--- config.mk ---
export PLATFORM = sky130hd
export DESIGN_NAME = adder
export DESIGN_NICKNAME = d
export VERILOG_FILES = /design/src/rtl/adder.sv
export SDC_FILE = /design/constraint.sdc
export NUM_CORES = 1
export LEC_CHECK = 0
export CELL_PAD_IN_SITES_DETAIL_PLACEMENT = 2
export CELL_PAD_IN_SITES_GLOBAL_PLACEMENT = 2
export CORE_MARGIN = 1
export CORE_UTILIZATION = 24
export DETAILED_ROUTE_END_ITERATION = 16
export GPL_TIMING_DRIVEN = 0
export PLACE_DENSITY = 0.77
export SLEW_MARGIN = 20
export SYNTH_ARGS = -nofsm -noshare
export SYNTH_HDL_FRONTEND = slang
export SYNTH_SLANG_ARGS = --single-unit
export TNS_END_PERCENT = 100
--- constraint.sdc ---
create_clock -name iClk -period 0.9 [get_ports iClk]
set_input_delay 0.135 -clock iClk [delete_from_list [all_inputs] [get_ports iClk]]
set_output_delay 0.135 -clock iClk [all_outputs]
set_load 0.02 [all_outputs]
--- src/rtl/adder.sv ---
// Registered WIDTH-bit adder with carry-in/carry-out, built from 4-bit
// carry-lookahead groups whose group carries ripple from one group to the next.
module adder #(
  parameter int unsigned WIDTH = 8
) (
  input  logic             iClk,
  input  logic             iRst,
  input  logic             iEn,
  input  logic [WIDTH-1:0] iData_a,
  input  logic [WIDTH-1:0] iData_b,
  input  logic             iC,
  output logic [WIDTH-1:0] oData,
  output logic             oData_C,
  output logic             oValid
);

  localparam int unsigned GROUPS = WIDTH / 4;

  logic [WIDTH-1:0] sumNext;
  logic             carryNext;

  // One lookahead group: returns {groupCarryOut, sum[3:0]}.
  function automatic logic [4:0] cla4(
    input logic [3:0] a,
    input logic [3:0] b,
    input logic       cin
  );
    logic [3:0] g;
    logic [3:0] p;
    logic [3:0] c;
    logic       grpG;
    logic       grpP;
    g    = a & b;
    p    = a ^ b;
    c[0] = cin;
    c[1] = g[0] | (p[0] & cin);
    c[2] = g[1] | (p[1] & g[0]) | (p[1] & p[0] & cin);
    c[3] = g[2] | (p[2] & g[1]) | (p[2] & p[1] & g[0]) | (p[2] & p[1] & p[0] & cin);
    grpG = g[3] | (p[3] & g[2]) | (p[3] & p[2] & g[1]) | (p[3] & p[2] & p[1] & g[0]);
    grpP = &p;
    return {grpG | (grpP & cin), p ^ c};
  endfunction

  always_comb begin
    logic [GROUPS:0] grpCarry;
    logic [4:0]      grpOut;
    sumNext     = '0;
    grpCarry    = '0;
    grpOut      = '0;
    grpCarry[0] = iC;
    for (int unsigned k = 0; k < GROUPS; k++) begin
      grpOut          = cla4(iData_a[4*k +: 4], iData_b[4*k +: 4], grpCarry[k]);
      sumNext[4*k +: 4] = grpOut[3:0];
      grpCarry[k+1]   = grpOut[4];
    end
    carryNext = grpCarry[GROUPS];
  end

  always_ff @(posedge iClk or posedge iRst) begin
    if (iRst) begin
      oData   <= '0;
      oData_C <= 1'b0;
      oValid  <= 1'b0;
    end else begin
      oValid <= iEn;
      if (iEn) begin
        oData   <= sumNext;
        oData_C <= carryNext;
      end
    end
  end

endmodule

==> results of run 1 <==
## stage by stage
stage	cell area [um^2]	util (%)
5_1_grt	1420	51.5
2_1_floorplan	768	-
6_report	1420	51.5
3_3_place_gp	1100	39.8
4_1_cts	1370	49.6
3_5_place_dp	1100	39.8
## synthesized netlist by cell type, types with 2 or more instances
cell type / count / share of area (%)
dfrtp_1: 10 / 36
ha_1: 8 / 14
inv_1: 7 / 3.8
nor2_1: 5 / 2.7
a21oi_1: 4 / 2.9
nand2_1: 4 / 2.2
a21o_1: 3 / 3.2
mux2_2: 3 / 4.9
fa_1: 2 / 5.8
nand2b_1: 2 / 1.8
o21ai_0: 2 / 1.4
o21ai_1: 2 / 1.4
xnor2_1: 2 / 2.5
## layer usage
metal / up-vias / wire length (um)
li1: 345 / -
met1: 369 / 1070
met2: 20 / 1510
met3: 2 / 90
met4: 0 / 19
met5: - / 0
## cell families after synthesis
logic type	Yosys count	synth area share (%)
XOR/XNOR	3	3.79
AND/OR/NAND/NOR	12	8.30
AO/OA/AOI/OAI	21	22.4
multiplexers	3	4.87
adder cells (fa/ha/maj)	10	20.2
buffers and inverters	8	4.33
flip-flops	10	36.1
## area by class of cell
class	instances	area, um^2
plain buffers	1	5.00
fillers	278	1340
well taps	31	38.8
flip-flops and latches	10	250
clock buffers	4	36.3
multi-input cells	49	619
repair buffers	48	437
inverters	7	33.8
## timing repair
action / CTS / global route
pin swaps: 20 / 12
hold buffers: 0 / 0
setup endpoints to repair: 19 / 19
gates cloned: 0 / 0
gates resized for setup: 127 / 9
buffers inserted: 15 / 4
## sequential cells by signal, indices dropped and copies added (netlist names)
signal,flops
oData,8
oData_C,1
oValid,1
## final timing paths
path | from | to | cells past startpoint
max in group asynchronous | iRst | oData[6] | 2
hold / removal | iRst | oValid | 2
min in group iClk | iData_a[0] | oData[0] | 4
setup reg to reg | oData[7] | oData[7] | 2
setup / recovery | iData_a[0] | oData[4] | 7
hold reg to reg | oData[3] | oData[3] | 1
## power by group through the flow
| stage | logic, mW | clock network [mW] | registers, mW |
|---|---|---|---|
| 3_5_place_dp | 0.758 | 0 | 0.590 |
| 4_1_cts | 0.996 | 0.423 | 0.598 |
| 5_1_grt | 1.16 | 0.436 | 0.607 |
| 2_1_floorplan | 0.304 | 0 | 0.688 |
| 3_3_place_gp | 0.739 | 0 | 0.585 |
| 6_report | 1.09 | 0.406 | 0.597 |
## worst reg2reg max path, stage by stage (launching register included)
cell and delay [ps]:
dfrtp_1 400, a21oi_1 230, o311ai_2 150
==> results by stage, run 1 <==
Outcome:
- The flow ran to the end, but the final reports show violations.
- The checks that failed: negative setup slack.

Global routing:
- Entering global routing, the biggest net connects 11 pins.
- The global-route wire length before repair is 4200 um.
- The sum of overflow across all layers after global routing is 0.
- The aggregate global-route resource usage is roughly 17%.
- The met2 capacity usage during global routing is between 30 and 40%.
- After global routing, the most crowded layer is met2.
- In the global route stage, met3 resource usage came out at under 10%.
- The number of global-route vias before repair is 864.
- In the global route stage, met1 resource usage came out at 19.4%.
- The number of antenna violations at the first check in global routing came to 0.

Placed design:
- The HPWL after detailed placement is 1580 um.
- The congestion estimate from routability-driven global placement came to a little over 0.8.
- The count of buffers added on input and output ports is 29.
- Counting tap cells, the placed design contains a total of 127 instances.
- Timing analysis after detailed placement gives a worst setup slack of -1370 ps.

Logic synthesis:
- Synthesis instantiated 26 different standard cells from the library.
- The cell count after synthesis is 67.
- The cell area that synthesis handed to floorplanning was 693 um^2.
- After synthesis, flip-flops and latches occupy 36.1% of the total area.
- The flip-flop cell with the highest count after synthesis is dfrtp_1.
- The number of nets handed over by synthesis was 97.
- The async set-reset flop share out of synthesis is 100%.
- The number of warnings printed during yosys synthesis is 0.
- The number of flip-flops and latches in the synthesized netlist is 10.
- The mean area per synthesized cell is 10.3 um^2.
- The number of flops mapped to enable cells by yosys is 0.

Detailed routing:
- In the routed design, unresolved DRC markers number 0.
- The number of search-and-repair iterations in the first detailed-routing pass is 2.
- The iteration-0 DRC count of the detailed router is 10.
- In the routed layout, each cell is associated on average with a via count of slightly below 5.
- The final wirelength is 2690 um.
- The total via count in the routed design is around 740.
- The detail-routed net length per standard cell is 17.9 um.
- The number of routed nets with antenna violations is 0.

Finish:
- The post-synthesis to final-layout area growth is 105%.
- The library cell used most frequently in the layout, excluding fill and tap cells, is buf_4.
- In the final design database the tool counted 150 nets.
- The share of post-route cells with drive strength above 1 is about three fifths.
- Leaving out fill and tap cells, the most frequent cells in the layout are buf_4, buf_6, dfrtp_1.
- The repair_antennas step left the layout with diodes totalling 0.
- The number of cells in the finished layout apart from fillers is 150.

Worst setup path:
- The worst-case register-to-register setup slack is -20 ps.
- On the critical path, the stage with the largest delay is an instance of fa_2.
- Data arrives at the worst endpoint at 1740 ps.
- The data required time of the critical path is 1040 ps.
- Counting both buffers and inverters, the worst setup path holds a total of 1.
- The endpoint kind of the worst setup timing path is a register.
- The peak per-stage delay on the critical path is 430 ps.
- The largest fanout on the critical path is 2.
- Grouping stages by cell kind, the critical path spends the most delay in adder cells.
- The startpoint kind of the worst setup timing path is a primary input.
- By startpoint and endpoint, the worst setup path is classified as in2reg.
- Traced cell by cell, the critical path runs through buf_8 -> ha_4 -> a211oi_4 -> o21bai_1 -> a21o_1 -> fa_2 -> mux2_4.

Clock network:
- For the worst-skew pair, the clock arrives at the later sink with an insertion delay of between 200 and 300 ps.
- The root buffer cell is clkbuf_4.
- The clock tree from TritonCTS is done.
- The CTS sink count is 10.
- The number of clock buffers added by TritonCTS is 3.
- The clock transition at the registers of the reported paths is ~70 ps.
- The maximum clock insertion buffer count is 2.
- CTS built an H-tree with a depth of 1.

Timing:
- The routed design could run at a clock period as short as 1600 ps.
- The tightest hold path in the finished design has a slack of around 150 ps.
- The relative max-transition margin is 73.6%.
- The maximum clock frequency is 0.626 GHz.
- The number of hold-slack violations in the final timing report came to 0.
- The clock skew after layout is 0 ps.
- The actual slew at the worst max-slew pin is a little under 400 ps.
- The final critical path takes up 177% of the cycle.
- The accumulated negative setup slack is -3840 ps.
- Once routing completed, OpenROAD measured the worst setup slack at -697 ps.
- Setup violations remaining at the end of the flow were counted as 19.
- Setup repair after global routing could not meet its margin everywhere.
- The number of max-slew violations in the final report was 0.

Pwr:
- The total power is 2.10 mW.
- The combinational share of power is 52.1%.
- The cell area power density is 1480 nW/um^2.
- The switching power is between 0.7 and 0.8 mW.
- The fraction of power spent switching nets is 34.1%.
- The internal power contribution is 1.38 mW.
- Per report_power, the sequential group accounts for roughly 28% of the total.
- The clock network power share is 19.4%.
- The analysis attributes to cell leakage a power of approximately 0.62 nW.
- The worst-case IR drop observed on VDD is 779 uV.

Run:
- The total of max-cap violations is 0.

Floorplanning:
- Measured along the y axis, the die boundary spans 55.7 um.
- Measured along the x axis, the die boundary spans about 56 um.
- The floorplan step defined a die boundary enclosing around 3100 um^2.
- The initial utilization of the core area, before any placement, comes to 25.1%.
- 30 I/O pins were placed.
- After floorplanning, the core was divided into 19 placement rows.
- The floorplan step defined a core boundary enclosing 2760 um^2.

Hold path:
- The path class of the tightest hold or removal check is in2async.
No activity file was read; power rests on OpenSTA's default activity.
==> run 2, diff against run 1 <==
--- a/config.mk
+++ b/config.mk
@@ -9,8 +9,8 @@
 export CELL_PAD_IN_SITES_GLOBAL_PLACEMENT = 2
 export CORE_MARGIN = 1
-export CORE_UTILIZATION = 24
+export CORE_UTILIZATION = 21
 export DETAILED_ROUTE_END_ITERATION = 16
 export GPL_TIMING_DRIVEN = 0
-export PLACE_DENSITY = 0.77
+export PLACE_DENSITY = 0.71
 export SLEW_MARGIN = 20
 export SYNTH_ARGS = -nofsm -noshare
==> constraint.sdc (replaced) <==
create_clock -name iClk -period 1.3 [get_ports iClk]
set_input_delay 0.195 -clock iClk [delete_from_list [all_inputs] [get_ports iClk]]
set_output_delay 0.195 -clock iClk [all_outputs]
set_load 0.1 [all_outputs]
==> run 2 against run 1 <==
The run still ends with negative setup slack left. Die area increased by 14%. Sequential cell count stayed put. Sequential power down 33%. Utilization shrank 12 points. Combinational power decreased by 15%. Critical path depth shrank 2. Clock power decreased by 47%. Cell count grew 2.0%. First-iteration DRC count increased by 20%. Global-route usage is 3.3 points lower. Sequential share of layout area rose by 2.7 points.
==> results by stage, run 2 (synthesis results as in run 1) <==
Timing:
- The actual slew at the worst max-slew pin came to 501 ps (+106 ps).
- Subtracting the final worst setup slack from the clock period gives 1610 ps.
- The accumulated negative setup slack is -921 ps (+2920 ps).
- The final worst-path cycle share is 124%.
- Setup repair after global routing could not meet its margin everywhere.
- The final number of setup-violating endpoints is 7 (-12).
- The relative max-transition margin is 66.8% (-6.8 points).
- The final critical-path setup slack is -308 ps (+389 ps).
- The clock skew after layout is 0 ps (unchanged).
- The number of hold-slack violations in the final timing report is 0 (unchanged).
- The number of max-slew violations in the final report is 0 (unchanged).
- The maximum clock frequency is 0.622 GHz.

Finish:
- The library cells used most frequently in the layout, excluding fill and tap cells, are buf_2, dfrtp_1, buf_4.
- The share of the core filled with cells is 39.7% (-12 points).
- The largest registers in the layout are oData x8, oData_C x1, oValid x1.
- The number of antenna cells inserted was 0 (unchanged).
- The number of flip-flops under the largest register name was 8 (unchanged).
- Leaving out fill and tap cells, the most frequent cell in the layout is buf_2.
- oData holds more flip-flops than any other register.
- The number of cells in the finished layout apart from fillers is 153 (+2.0%).
- The final instance area is 1230 um^2 (-13%).
- The post-synthesis to final-layout area growth is 77.6%.
- The share of post-route cells with drive strength above 1 is 46.8% (-14 points).
- The final layout net count is 141 (-6.0%).

Global routing:
- The largest net degree at the start of global routing came to 11 (unchanged).
- The aggregate global-route resource usage is 14.0% (-3.3 points).
- The number of antenna violations at the first check in global routing is 0 (unchanged).
- The global-route wire length before repair was 3470 um (-17%).
- The sum of overflow across all layers after global routing is 0 (unchanged).
- The number of global-route vias before repair came to 738 (-15%).

Worst setup path:
- The largest fanout on the critical path is 3 (+1).
- The endpoint kind of the worst setup timing path is a register.
- The data required time of the critical path came to 1460 ps (+420 ps).
- The critical path start-end classification is in2reg.
- The worst path arrival time is 1770 ps (+30 ps).
- The startpoint kind of the worst setup timing path is a primary input.

Floorplanning:
- The number of rows created at floorplan came to 20 (+1).
- The die boundary height was 59.5 um (+6.7%).
- The area inside the core boundary was 3100 um^2 (+13%).
- The number of top-level pins is 30 (unchanged).
- The overall die width is 59.5 um (+6.7%).
- The total die area is 3530 um^2 (+14%).
- The initial core utilization is 22.3% (-2.8 points).

Clock network:
- The clock transition at the registers of the reported paths is 70 ps (about the same).
- The root buffer cell chosen for the clock tree is clkbuf_4.
- The maximum clock insertion buffer count came to 2 (unchanged).
- TritonCTS built the clock tree.
- The level count of the clock H-tree was 1 (unchanged).
- The CTS sink count is 10 (unchanged).
- The latest clock arrival within the worst-skew pair was 260 ps (about the same).
- The number of CTS-inserted buffers came to 3 (unchanged).

Detailed routing:
- The iteration-0 DRC count of the detailed router came to 12 (+2).
- The met1 wire length is 958 um (-10%).
- The total via count in the routed design is 689 (-6.4%).
- The met2 layer wire length in the routed design is 1150 um (-24%).
- The number of search-and-repair iterations in the first detailed-routing pass was 3 (+1).
- The wire length on met3 is 87 um (-3.3%).
- The detail-routed net length per standard cell came to 14.7 um (-18%).
- The final wirelength is 2250 um (-16%).
- The final routed DRC violation total is 0 (unchanged).
- The highest metal layer with signal wires is met4.
- The number of vias per cell is 4.50 (-8.2%).
- The number of routed nets with antenna violations is 0 (unchanged).

Placed design:
- The placed instance area was 1080 um^2 (-1.1%).
- The routability congestion estimate is 0.757 (-7.7%).
- The quantity of I/O buffers inserted on ports is 29 (unchanged).
- The number of instances in the placed design is 140 (+10%).
- The HPWL after detailed placement is 1640 um (+3.9%).

Outcome:
- The flow ran to the end, but the final reports show violations.
- The final reports fail on negative setup slack.

Pwr:
- The maximum resistive drop on vdd is 363 uV (-53%).
- The cell area power density is 1250 nW/um^2 (-15%).
- The total power is 1.54 mW (-26%).
- The leakage power total is 0.544 nW (-13%).

Hold path:
- The tightest min-delay check is of the in2async type.

Run:
- The total of max-cap violations was 0 (unchanged).
## run 2: changes by cell type in the layout (fill, tap and decap cells not counted), sizes merged
cell / change
dlygate4sd2: +3
clkdlybuf4s50: +4
clkdlybuf4s15: -5
buf: -12
## run 2: stage by stage
step | setup WS (ps) | hold slack (ps)
finish | -308 | 213
floorplan | -424 | 35.2
global route | -334 | 238
CTS | -345 | 225
detailed placement | -1060 | 493
global placement | -1030 | 489
## run 2: final cells by class
| class | instances | area [um^2] |
|---|---|---|
| sequential | 10 | 250 |
| tap | 44 | 55.1 |
| fill | 353 | 1870 |
| timing repair buffer | 39 | 308 |
| buffer | 1 | 5.00 |
| multi-input combinational | 49 | 564 |
| inverter | 7 | 26.3 |
| clock buffer | 3 | 22.5 |
## run 2: worst paths after layout
path                                  from        to  slack (ps)  cells after the start
worst max-delay path            iData_a[3]  oData[4]        -310                      5
worst min-delay path                  iRst  oData[2]         210                      2
worst max register to register    oData[7]  oData[7]         490                      2
worst min register to register    oData[2]  oData[2]         500                      1
max in group asynchronous             iRst   oData_C         780                      2
min in group iClk               iData_a[0]  oData[0]         380                      4
## run 2: what timing repair did
item                                    4_1_cts  5_1_grt
endpoints found under the setup margin       19        8
pin swaps                                    14       11
gates resized for setup                      90       12
hold buffers                                  0        0
setup buffers                                 7        4
## run 2: critical path: stages
cell	delay (ps)
clkdlybuf4s50_1	500
ha_4	220
a21o_1	190
fa_2	400
mux2_4	260
## run 2: power by group
part / leakage, nW / internal (mW) / switching, mW
combinational: 0.413 / 0.281 / 0.647
sequential: 0.117 / 0.369 / 0.0306
clock: 0.0138 / 0.107 / 0.109
total: 0.544 / 0.757 / 0.787
## run 2: per-layer routing
metal,global-route usage [%],vias to the layer above
li1,-,326
met1,16.9,337
met2,23.3,21
met3,2.18,5
met4,8.16,0
met5,0,-
